--- src/rtl/bus_arbiter_rr.sv ---
`default_nettype none
// ============================================================================
// Module   : bus_arbiter_rr
// Brief    : BARQ/BAGD bus arbiter with fixed-priority or round-robin grant,
//            programmable strobe delay/length and a reported grant timeout.
// Revision : 1.0 - initial release
// ============================================================================
module bus_arbiter_rr #(
  parameter int DEVICE_MAX_NUMBER = 4,
  parameter int PRIORITY_MODE     = 0,
  parameter int CLK_MAX_TIMEOUT   = 10,
  parameter int STROBE_DELAY      = 2,
  parameter int STROBE_LEN        = 2,
  localparam int c_id_w = (DEVICE_MAX_NUMBER > 1) ? $clog2(DEVICE_MAX_NUMBER) : 1
) (
  input  logic                         clk,
  input  logic                         rst_n,
  input  logic [DEVICE_MAX_NUMBER-1:0] barq_i,
  output logic [DEVICE_MAX_NUMBER-1:0] bagd_o,
  output logic                         target_ready_o,
  input  logic                         address_valid_i,
  output logic                         data_strobe_o,
  output logic                         busy_o,
  output logic [c_id_w-1:0]            grant_id_o,
  output logic                         error_o,
  output logic [c_id_w-1:0]            error_id_o
);

  typedef enum logic [2:0] {
    S_IDLE   = 3'd0,
    S_GRANT  = 3'd1,
    S_ADDR   = 3'd2,
    S_DELAY  = 3'd3,
    S_STROBE = 3'd4,
    S_END    = 3'd5
  } state_t;

  localparam logic [3:0]      c_dly_ld = 4'(STROBE_DELAY - 1);
  localparam logic [3:0]      c_len_ld = 4'(STROBE_LEN - 1);
  localparam logic [9:0]      c_tmo    = 10'(CLK_MAX_TIMEOUT);
  localparam logic [c_id_w:0] c_n      = (c_id_w + 1)'(DEVICE_MAX_NUMBER);

  state_t                         r_state, w_state_nxt;
  logic [DEVICE_MAX_NUMBER-1:0]   r_bagd, w_bagd_nxt;
  logic                           r_tready, w_tready_nxt;
  logic                           r_strobe, w_strobe_nxt;
  logic [c_id_w-1:0]              r_grant_id, w_grant_id_nxt;
  logic                           r_err, w_err_nxt;
  logic [c_id_w-1:0]              r_err_id, w_err_id_nxt;
  logic [3:0]                     r_dcnt, w_dcnt_nxt;
  logic [3:0]                     r_lcnt, w_lcnt_nxt;
  logic [9:0]                     r_tcnt, w_tcnt_nxt, w_tcnt_inc;
  logic                           w_timeout, w_abort;

  logic [c_id_w-1:0]              w_start, w_off, w_win;
  logic [DEVICE_MAX_NUMBER-1:0]   w_rot, w_onehot;
  logic [c_id_w:0]                w_sum;

  // Rotate requests so the search always starts at bit 0, then rotate back.
  always_comb begin
    w_rot = DEVICE_MAX_NUMBER'({barq_i, barq_i} >> w_start);
    w_off = '0;
    for (int i = DEVICE_MAX_NUMBER - 1; i >= 0; i--) begin
      if (w_rot[i]) w_off = c_id_w'(i);
    end
    w_sum = {1'b0, w_start} + {1'b0, w_off};
    if (w_sum >= c_n) w_sum = w_sum - c_n;
    w_win    = w_sum[c_id_w-1:0];
    w_onehot = '0;
    for (int i = 0; i < DEVICE_MAX_NUMBER; i++) begin
      w_onehot[i] = (w_win == c_id_w'(i));
    end
  end

  generate
    if (PRIORITY_MODE == 1) begin : g_rr
      localparam logic [c_id_w-1:0] c_last = c_id_w'(DEVICE_MAX_NUMBER - 1);
      logic [c_id_w-1:0] r_ptr;

      always_ff @(posedge clk or negedge rst_n) begin
        if (!rst_n) begin
          r_ptr <= '0;
        end else if ((r_state == S_IDLE) && (|barq_i)) begin
          r_ptr <= (w_win == c_last) ? '0 : w_win + 1'b1;
        end
      end

      assign w_start = r_ptr;
    end else begin : g_fixed
      assign w_start = '0;
    end
  endgenerate

  always_comb begin
    w_state_nxt    = r_state;
    w_bagd_nxt     = r_bagd;
    w_tready_nxt   = r_tready;
    w_strobe_nxt   = r_strobe;
    w_grant_id_nxt = r_grant_id;
    w_err_nxt      = 1'b0;
    w_err_id_nxt   = r_err_id;
    w_dcnt_nxt     = r_dcnt;
    w_lcnt_nxt     = r_lcnt;
    w_tcnt_nxt     = r_tcnt;
    w_tcnt_inc     = r_tcnt + 10'd1;
    w_timeout      = (w_tcnt_inc == c_tmo);
    w_abort        = ~|(barq_i & r_bagd);

    case (r_state)
      S_IDLE: begin
        if (|barq_i) begin
          w_state_nxt    = S_GRANT;
          w_bagd_nxt     = w_onehot;
          w_grant_id_nxt = w_win;
          w_tcnt_nxt     = '0;
        end
      end

      S_GRANT, S_ADDR, S_DELAY: begin
        w_tcnt_nxt = w_tcnt_inc;
        // Timeout outranks both a dropped request and a late address_valid.
        if (w_timeout || w_abort) begin
          w_state_nxt  = S_END;
          w_bagd_nxt   = '0;
          w_tready_nxt = 1'b0;
          w_strobe_nxt = 1'b0;
          if (w_timeout) begin
            w_err_nxt    = 1'b1;
            w_err_id_nxt = r_grant_id;
          end
        end else if (r_state == S_GRANT) begin
          w_tready_nxt = 1'b1;
          w_state_nxt  = S_ADDR;
        end else if (r_state == S_ADDR) begin
          if (address_valid_i) begin
            if (c_dly_ld == 4'd0) begin
              w_state_nxt  = S_STROBE;
              w_strobe_nxt = 1'b1;
              w_lcnt_nxt   = c_len_ld;
            end else begin
              w_state_nxt = S_DELAY;
              w_dcnt_nxt  = c_dly_ld;
            end
          end
        end else if (r_dcnt == 4'd1) begin
          w_state_nxt  = S_STROBE;
          w_strobe_nxt = 1'b1;
          w_lcnt_nxt   = c_len_ld;
        end else begin
          w_dcnt_nxt = r_dcnt - 4'd1;
        end
      end

      S_STROBE: begin
        if (r_lcnt == 4'd0) begin
          w_state_nxt  = S_END;
          w_bagd_nxt   = '0;
          w_tready_nxt = 1'b0;
          w_strobe_nxt = 1'b0;
        end else begin
          w_lcnt_nxt = r_lcnt - 4'd1;
        end
      end

      S_END: begin
        w_state_nxt = S_IDLE;
      end

      default: begin
        w_state_nxt = S_IDLE;
      end
    endcase
  end

  always_ff @(posedge clk or negedge rst_n) begin
    if (!rst_n) begin
      r_state    <= S_IDLE;
      r_bagd     <= '0;
      r_tready   <= 1'b0;
      r_strobe   <= 1'b0;
      r_grant_id <= '0;
      r_err      <= 1'b0;
      r_err_id   <= '0;
      r_dcnt     <= '0;
      r_lcnt     <= '0;
      r_tcnt     <= '0;
    end else begin
      r_state    <= w_state_nxt;
      r_bagd     <= w_bagd_nxt;
      r_tready   <= w_tready_nxt;
      r_strobe   <= w_strobe_nxt;
      r_grant_id <= w_grant_id_nxt;
      r_err      <= w_err_nxt;
      r_err_id   <= w_err_id_nxt;
      r_dcnt     <= w_dcnt_nxt;
      r_lcnt     <= w_lcnt_nxt;
      r_tcnt     <= w_tcnt_nxt;
    end
  end

  assign bagd_o         = r_bagd;
  assign target_ready_o = r_tready;
  assign data_strobe_o  = r_strobe;
  assign busy_o         = (r_state != S_IDLE);
  assign grant_id_o     = r_grant_id;
  assign error_o        = r_err;
  assign error_id_o     = r_err_id;

endmodule
`default_nettype wire

--- config.mk ---
export PLATFORM = sky130hd
export DESIGN_NAME = bus_arbiter_rr
export DESIGN_NICKNAME = d
export VERILOG_FILES = /design/src/rtl/bus_arbiter_rr.sv
export SDC_FILE = /design/constraint.sdc
export NUM_CORES = 1
export LEC_CHECK = 0
export CAP_MARGIN = 40
export CELL_PAD_IN_SITES_DETAIL_PLACEMENT = 0
export CELL_PAD_IN_SITES_GLOBAL_PLACEMENT = 1
export CORE_MARGIN = 2
export CORE_UTILIZATION = 49
export CTS_BUF_LIST = sky130_fd_sc_hd__clkbuf_8
export CTS_CLUSTER_SIZE = 40
export DETAILED_ROUTE_END_ITERATION = 16
export PLACE_DENSITY = 0.87
export SLEW_MARGIN = 20
export SYNTH_ARGS = -nofsm -noshare
export SYNTH_HDL_FRONTEND = slang
export SYNTH_SLANG_ARGS = --single-unit
--- constraint.sdc ---
create_clock -name clk -period 3.6 [get_ports clk]
set_clock_uncertainty 0.2 [all_clocks]
set_input_delay 0.36 -clock clk [delete_from_list [all_inputs] [get_ports clk]]
set_output_delay 0.36 -clock clk [all_outputs]
set_load 0.02 [all_outputs]
==> impl_metrics.toml, run 1 <==
[worst_setup_path]
slowest_stage = "clkdlybuf4s50_1"
critical_path.max_stage_delay_ns = 0.55
critPathRequiredTime_ns = 3.04
path_cells = "or2_2, nor2_2, inv_1, clkdlybuf4s50_1"
worstPathArrival_ns = 2.10
critPathCaptureType = "output pin"
worst-path-max-fanout = 8
critPathLaunchType = "flip-flop"
critPathKind = "reg2out"

[final_layout]
fin_nets = 230
num-fill-cells = 318
mostFrequentLayoutCells = "32 x dfrtp_1, 22 x nand2_1, 20 x nor2_1, 20 x o21ai_0, 18 x clkdlybuf4s50_1"
syn2layout_area_growth_pct = 15.9
final_common_cell = "dfrtp_1"
diodes = 0
final_cell_area_sq_um = 2170
instances_no_fill = 263
layout-drive-gt1-share = 0.126

[synth]
synth_mux_area_frac = 0.0334
synth-xor-area-share = 0.00935
synth_fp_nets = 208
syn_inst = 195
ys_async_sr_fraction = 1.00
synth-seq-area-share = 0.427
ys.flop_type = "dfrtp_1"
yosys.area_share.simple = 0.232
synth_area_sq_um = 1870
synth_edf_count = 0
synth_cell_types = 60
ys_seq_elements = 32
synth_compound_area_frac = 0.232
synth_area_per_cell_sq_um = 9.61
synth_fa_ha_area_frac = 0.0401
synth_top_family_by_area = "simple AND/OR/NAND/NOR gates"
yosysWarnings = 0

[floorplan]
die_w_microns = 65.8
die-area_sq_um = 4340
core_sq_um = 3660
rows = 22
io_pins = 19
start_util = 0.512
die_y_microns = 65.8

[sta]
worst_slew_pin_slew_ns = 0.517
maxClockFrequency_mhz = 375
finalHoldViolCount = 0
post-route-min-period_ns = 2.66
finalSetupViolCount = 0
slew_violations = 0
fin_crit_sh = 0.740
rsz0062_at_grt = "no"
fin_setup_tns_ns = 0
relSlewSlack = 0.652

[cts]
clk_pin_slew_ns = 0.06
postCtsSetupBuffers = 0
clock-sinks = 32
holdBufCountCts = 0
cts-resized-gates = 0
cts_tree = "built"
worstSkewPairLatency_ns = 0.27
cts-root-buf = "clkbuf_8"
cts_buffer_depth = 2
numCtsBuffers = 5
h-tree-depth = 2

[routing]
drt_iter0_drc = 87
dr.pass1.iters = 4
antenna_left = 0
via_per_inst = 5.59
wl_per_cell_microns = 14.5
vias = 1471
drc = 0
finalWirelength_microns = 3820

[placed_design]
place_area_sq_um = 2100
dp_cells = 258
dp_hpwl_microns = 2760
globalplace.congestion = 0.798
io_buffers = 18

[pwr]
power.total_w = 0.00156
power_leakage_nw = 0.920
irDropWorstVdd_uv = 362
p_per_area_nw_per_um2 = 716

[global_route]
grt_util_met3 = 0.0426
met2_usage = 0.331
overflow = 0
grt_max_degree = 33
grt_pass1_vias = 1447
grt_use_met1 = 0.275
track_usage = 0.205
grt-busiest-layer = "met2"
antenna_found_initial = 0
grt_pass1_wl_microns = 6780

[run_status]
status = "complete, no violations"

[run]
drv_cap = 0

[min_path]
hold_class = "in2async"
[per-layer routing]
metal	vias to the layer above	wire [microns]
met5	-	0
met4	0	12
met2	15	1870
li1	744	-
met1	710	1850
met3	2	92
[state kept, by name, summed over array words and instances (netlist names)]
signal / flops
target_ready_o: 1
error_o: 1
bagd_o: 4
grant_id_o: 2
r_lcnt: 4
r_tcnt: 10
r_state: 3
r_dcnt: 4
error_id_o: 2
data_strobe_o: 1
[final timing paths]
path	start	slack (ns)	endpoint	depth (start not counted)
worst max-delay path	r_state[0]	0.94	busy_o	4
worst min-delay path	rst_n	0.28	r_tcnt[2]	2
max in group asynchronous	rst_n	2.63	bagd_o[2]	2
worst max register to register	r_tcnt[0]	1.42	data_strobe_o	6
min in group clk	r_tcnt[9]	0.31	r_tcnt[9]	1
worst min register to register	r_tcnt[9]	0.31	r_tcnt[9]	1
[critical path, delay by kind of cell (launching register included)]
family	cells	cell delay, ns
buffers and inverters	2	0.67
DFF	1	0.46
and+or+nand+nor	2	0.69
[per-stage QoR]
stage,utilization,setup slack (ns),hold slack (ns)
after floorplan,-,1.62,-0.136
after global placement,0.575,1.28,0.279
after detailed placement,0.575,1.19,0.295
after CTS,0.593,0.944,0.292
after global routing,0.593,0.830,0.313
final,0.593,0.935,0.285
[logic make-up after synthesis]
kind of cell | Yosys count
AOI/OAI and AO/OA | 61
and+or+nand+nor | 78
adders and majority gates | 6
buffers and inverters | 12
xor gates and xnor gates | 2
DFF | 32
muxes | 4
[final cells by class]
type | count | area [sq um] | area share
timing repair buffer | 19 | 188 | 0.0864
tap | 48 | 60.1 | 0.0276
multi-input combinational | 151 | 1020 | 0.472
inverter | 8 | 30.0 | 0.0138
clock buffer | 5 | 68.8 | 0.0317
sequential | 32 | 801 | 0.369
[report_power, final]
part           internal (W)  switching (W)  leakage (nW)
Combinational      0.000326       0.000403         0.467
Sequential         0.000466       0.000122         0.417
Clock              0.000124       0.000114        0.0359
[cell usage after synthesis, drive strengths merged, types with 2 or more instances]
| library cell | n | area share |
|---|---|---|
| a21o | 4 | 0.020 |
| nand2 | 23 | 0.050 |
| buf | 3 | 0.0080 |
| a22o | 2 | 0.0093 |
| or3 | 3 | 0.010 |
| and2 | 3 | 0.011 |
| nor3 | 4 | 0.013 |
| o21ai | 27 | 0.078 |
| a21oi | 7 | 0.027 |
| a22oi | 2 | 0.0080 |
| nor2b | 2 | 0.0067 |
| and3 | 4 | 0.013 |
| inv | 8 | 0.016 |
| or2 | 2 | 0.0067 |
| nor2 | 23 | 0.050 |
| nor4b | 2 | 0.021 |
| nand4 | 3 | 0.013 |
| a32oi | 3 | 0.014 |
| nand2b | 2 | 0.0067 |
| ha | 6 | 0.040 |
| dfrtp | 32 | 0.43 |
| nand3 | 2 | 0.0053 |
| a31oi | 3 | 0.013 |
| mux2i | 2 | 0.017 |
| mux2 | 2 | 0.016 |
Power figures use the tool's default switching activity.
==> run 2: changes to the inputs <==
--- a/config.mk
+++ b/config.mk
@@ -9,11 +9,11 @@
 export CELL_PAD_IN_SITES_DETAIL_PLACEMENT = 0
 export CELL_PAD_IN_SITES_GLOBAL_PLACEMENT = 1
 export CORE_MARGIN = 2
-export CORE_UTILIZATION = 49
+export CORE_UTILIZATION = 45
 export CTS_BUF_LIST = sky130_fd_sc_hd__clkbuf_8
 export CTS_CLUSTER_SIZE = 40
 export DETAILED_ROUTE_END_ITERATION = 16
-export PLACE_DENSITY = 0.87
+export PLACE_DENSITY = 0.81
 export SLEW_MARGIN = 20
 export SYNTH_ARGS = -nofsm -noshare
 export SYNTH_HDL_FRONTEND = slang
==> constraint.sdc (replaced) <==
create_clock -name clk -period 2.57 [get_ports clk]
set_clock_uncertainty 0.2 [all_clocks]
set_input_delay 0.257 -clock clk [delete_from_list [all_inputs] [get_ports clk]]
set_output_delay 0.257 -clock clk [all_outputs]
set_load 0.02 [all_outputs]
==> run 2 against run 1 <==
  * Die area up 8.3%
  * Sequential cell count unchanged
  * Hold slack worse by 0.12 ns
  * Clock-buffer cell count unchanged
  * Sequential power up 41%
  * Design area up 0.86%
  * Power up 43%
  * Critical path type unchanged
  * First-iteration DRC count up 100%
  * Largest cell class unchanged
==> impl_metrics.toml, run 2 (synthesized netlist as in run 1, its figures left out) <==
[final_layout]
fin_nets = 231
num-fill-cells = 371
diodes = 0
final_common_cell = "dfrtp_1"
largest_reg_flops = 10
mostFrequentLayoutCells = "32 x dfrtp_1, 22 x nand2_1, 20 x nor2_1, 20 x o21ai_0, 18 x clkdlybuf4s50_1"
layout-drive-gt1-share = 0.133
regMostFlops = "r_tcnt"
syn2layout_area_growth_pct = 16.9

[worst_setup_path]
cpLargestDelayFamily = "buffers and inverters"
r2r_slack_ns = 0.35
slowest_stage = "clkdlybuf4s50_1"
path_buf_inv = 2
critPathRequiredTime_ns = 2.11
critical_path.max_stage_delay_ns = 0.54
critPathKind = "reg2out"
path_cells = "or2_2, nor2_2, inv_1, clkdlybuf4s50_1"
worstPathArrival_ns = 1.86
critPathCaptureType = "output pin"
worst-path-max-fanout = 8
critPathLaunchType = "flip-flop"

[pwr]
p_per_area_nw_per_um2 = 1010
irDropWorstVdd_uv = 424
power_leakage_nw = 0.935
power.total_w = 0.00222

[global_route]
grt_max_degree = 33
grt_pass1_wl_microns = 7180
grt_pass1_vias = 1509
antenna_found_initial = 0
track_usage = 0.208
overflow = 0

[sta]
holdWs_ns = 0.169
slew_violations = 0
maxClockFrequency_mhz = 431
fin_crit_sh = 0.902
finalHoldViolCount = 0
rsz0062_at_grt = "no"
finalSetupViolCount = 0
worst_slew_pin_slew_ns = 0.551
fin_setup_tns_ns = 0
relSlewSlack = 0.629
post-route-min-period_ns = 2.32

[cts]
cts-resized-gates = 0
clock-sinks = 32
worstSkewPairLatency_ns = 0.28
holdBufCountCts = 0
cts_tree = "built"
postCtsSetupBuffers = 0
h-tree-depth = 2
cts_buffer_depth = 2
cts-root-buf = "clkbuf_8"
clk_pin_slew_ns = 0.06
numCtsBuffers = 5

[routing]
dr.pass1.iters = 4
drt_iter0_drc = 174
vias = 1530
wl_per_cell_microns = 15.3
finalWirelength_microns = 4090
drc = 0
via_per_inst = 5.71
antenna_left = 0

[floorplan]
core_sq_um = 4000
die_y_microns = 68.5
start_util = 0.469
rows = 23
die-area_sq_um = 4700
die_w_microns = 68.5
io_pins = 19

[min_path]
hold_class = "in2async"

[placed_design]
globalplace.congestion = 0.809
io_buffers = 18
dp_hpwl_microns = 2950

[run_status]
status = "complete, no violations"

[run]
drv_cap = 0
[run 2: changes by cell type in the layout (fill, tap and decap cells not counted)]
cell      before  now
clkinv_2       0    1
buf_4          1    2
inv_1          8    9
[run 2: worst reg2reg max path, stage by stage, from the launching register on]
cell	delay (ns)
dfrtp_1	0.44
ha_1	0.31
nor4b_2	0.32
nand3_1	0.19
o21a_2	0.24
a21oi_1	0.26
a211oi_1	0.10
[run 2: power breakdown]
group          leakage, nW  switching [W]  internal, W
registers            0.417       0.000177     0.000653
logic                0.473       0.000570     0.000465
clock network       0.0452       0.000175     0.000180
total                0.935       0.000922      0.00130
[run 2: routing by layer]
layer  global-route usage  share of wire  wire length [microns]
met5                    0              0                      0
met4               0.0925          0.011                     45
met3               0.0552          0.033                    136
met2                0.327           0.50                   2050
met1                0.268           0.45                   1860
[run 2: final cells by class]
type / instances / area, sq um / area share
tap: 50 / 62.6 / 0.0286
multi-input combinational: 151 / 1020 / 0.468
timing repair buffer: 20 / 195 / 0.0891
clock buffer: 5 / 68.8 / 0.0314
inverter: 8 / 30.0 / 0.0137
clock inverter: 2 / 8.76 / 0.00400
sequential: 32 / 801 / 0.366
[run 2: worst paths after layout]
kind	end	depth (start not counted)	startpoint
min in group clk	error_id_o[0]	1	error_id_o[0]
max in group asynchronous	r_state[1]	2	rst_n
max	busy_o	4	r_state[0]
min	error_id_o[1]	2	rst_n
max reg2reg	target_ready_o	6	r_tcnt[0]
min reg2reg	error_id_o[0]	1	error_id_o[0]
[run 2: stage by stage]
stage	instances	instance area [sq um]	worst slack, ns	utilization
after floorplan	195	1870	0.586	-
after global placement	261	2110	0.365	0.528
after detailed placement	261	2110	0.289	0.528
after CTS	268	2190	0.226	0.548
after global routing	268	2190	0.140	0.548
final	268	2190	0.252	0.548
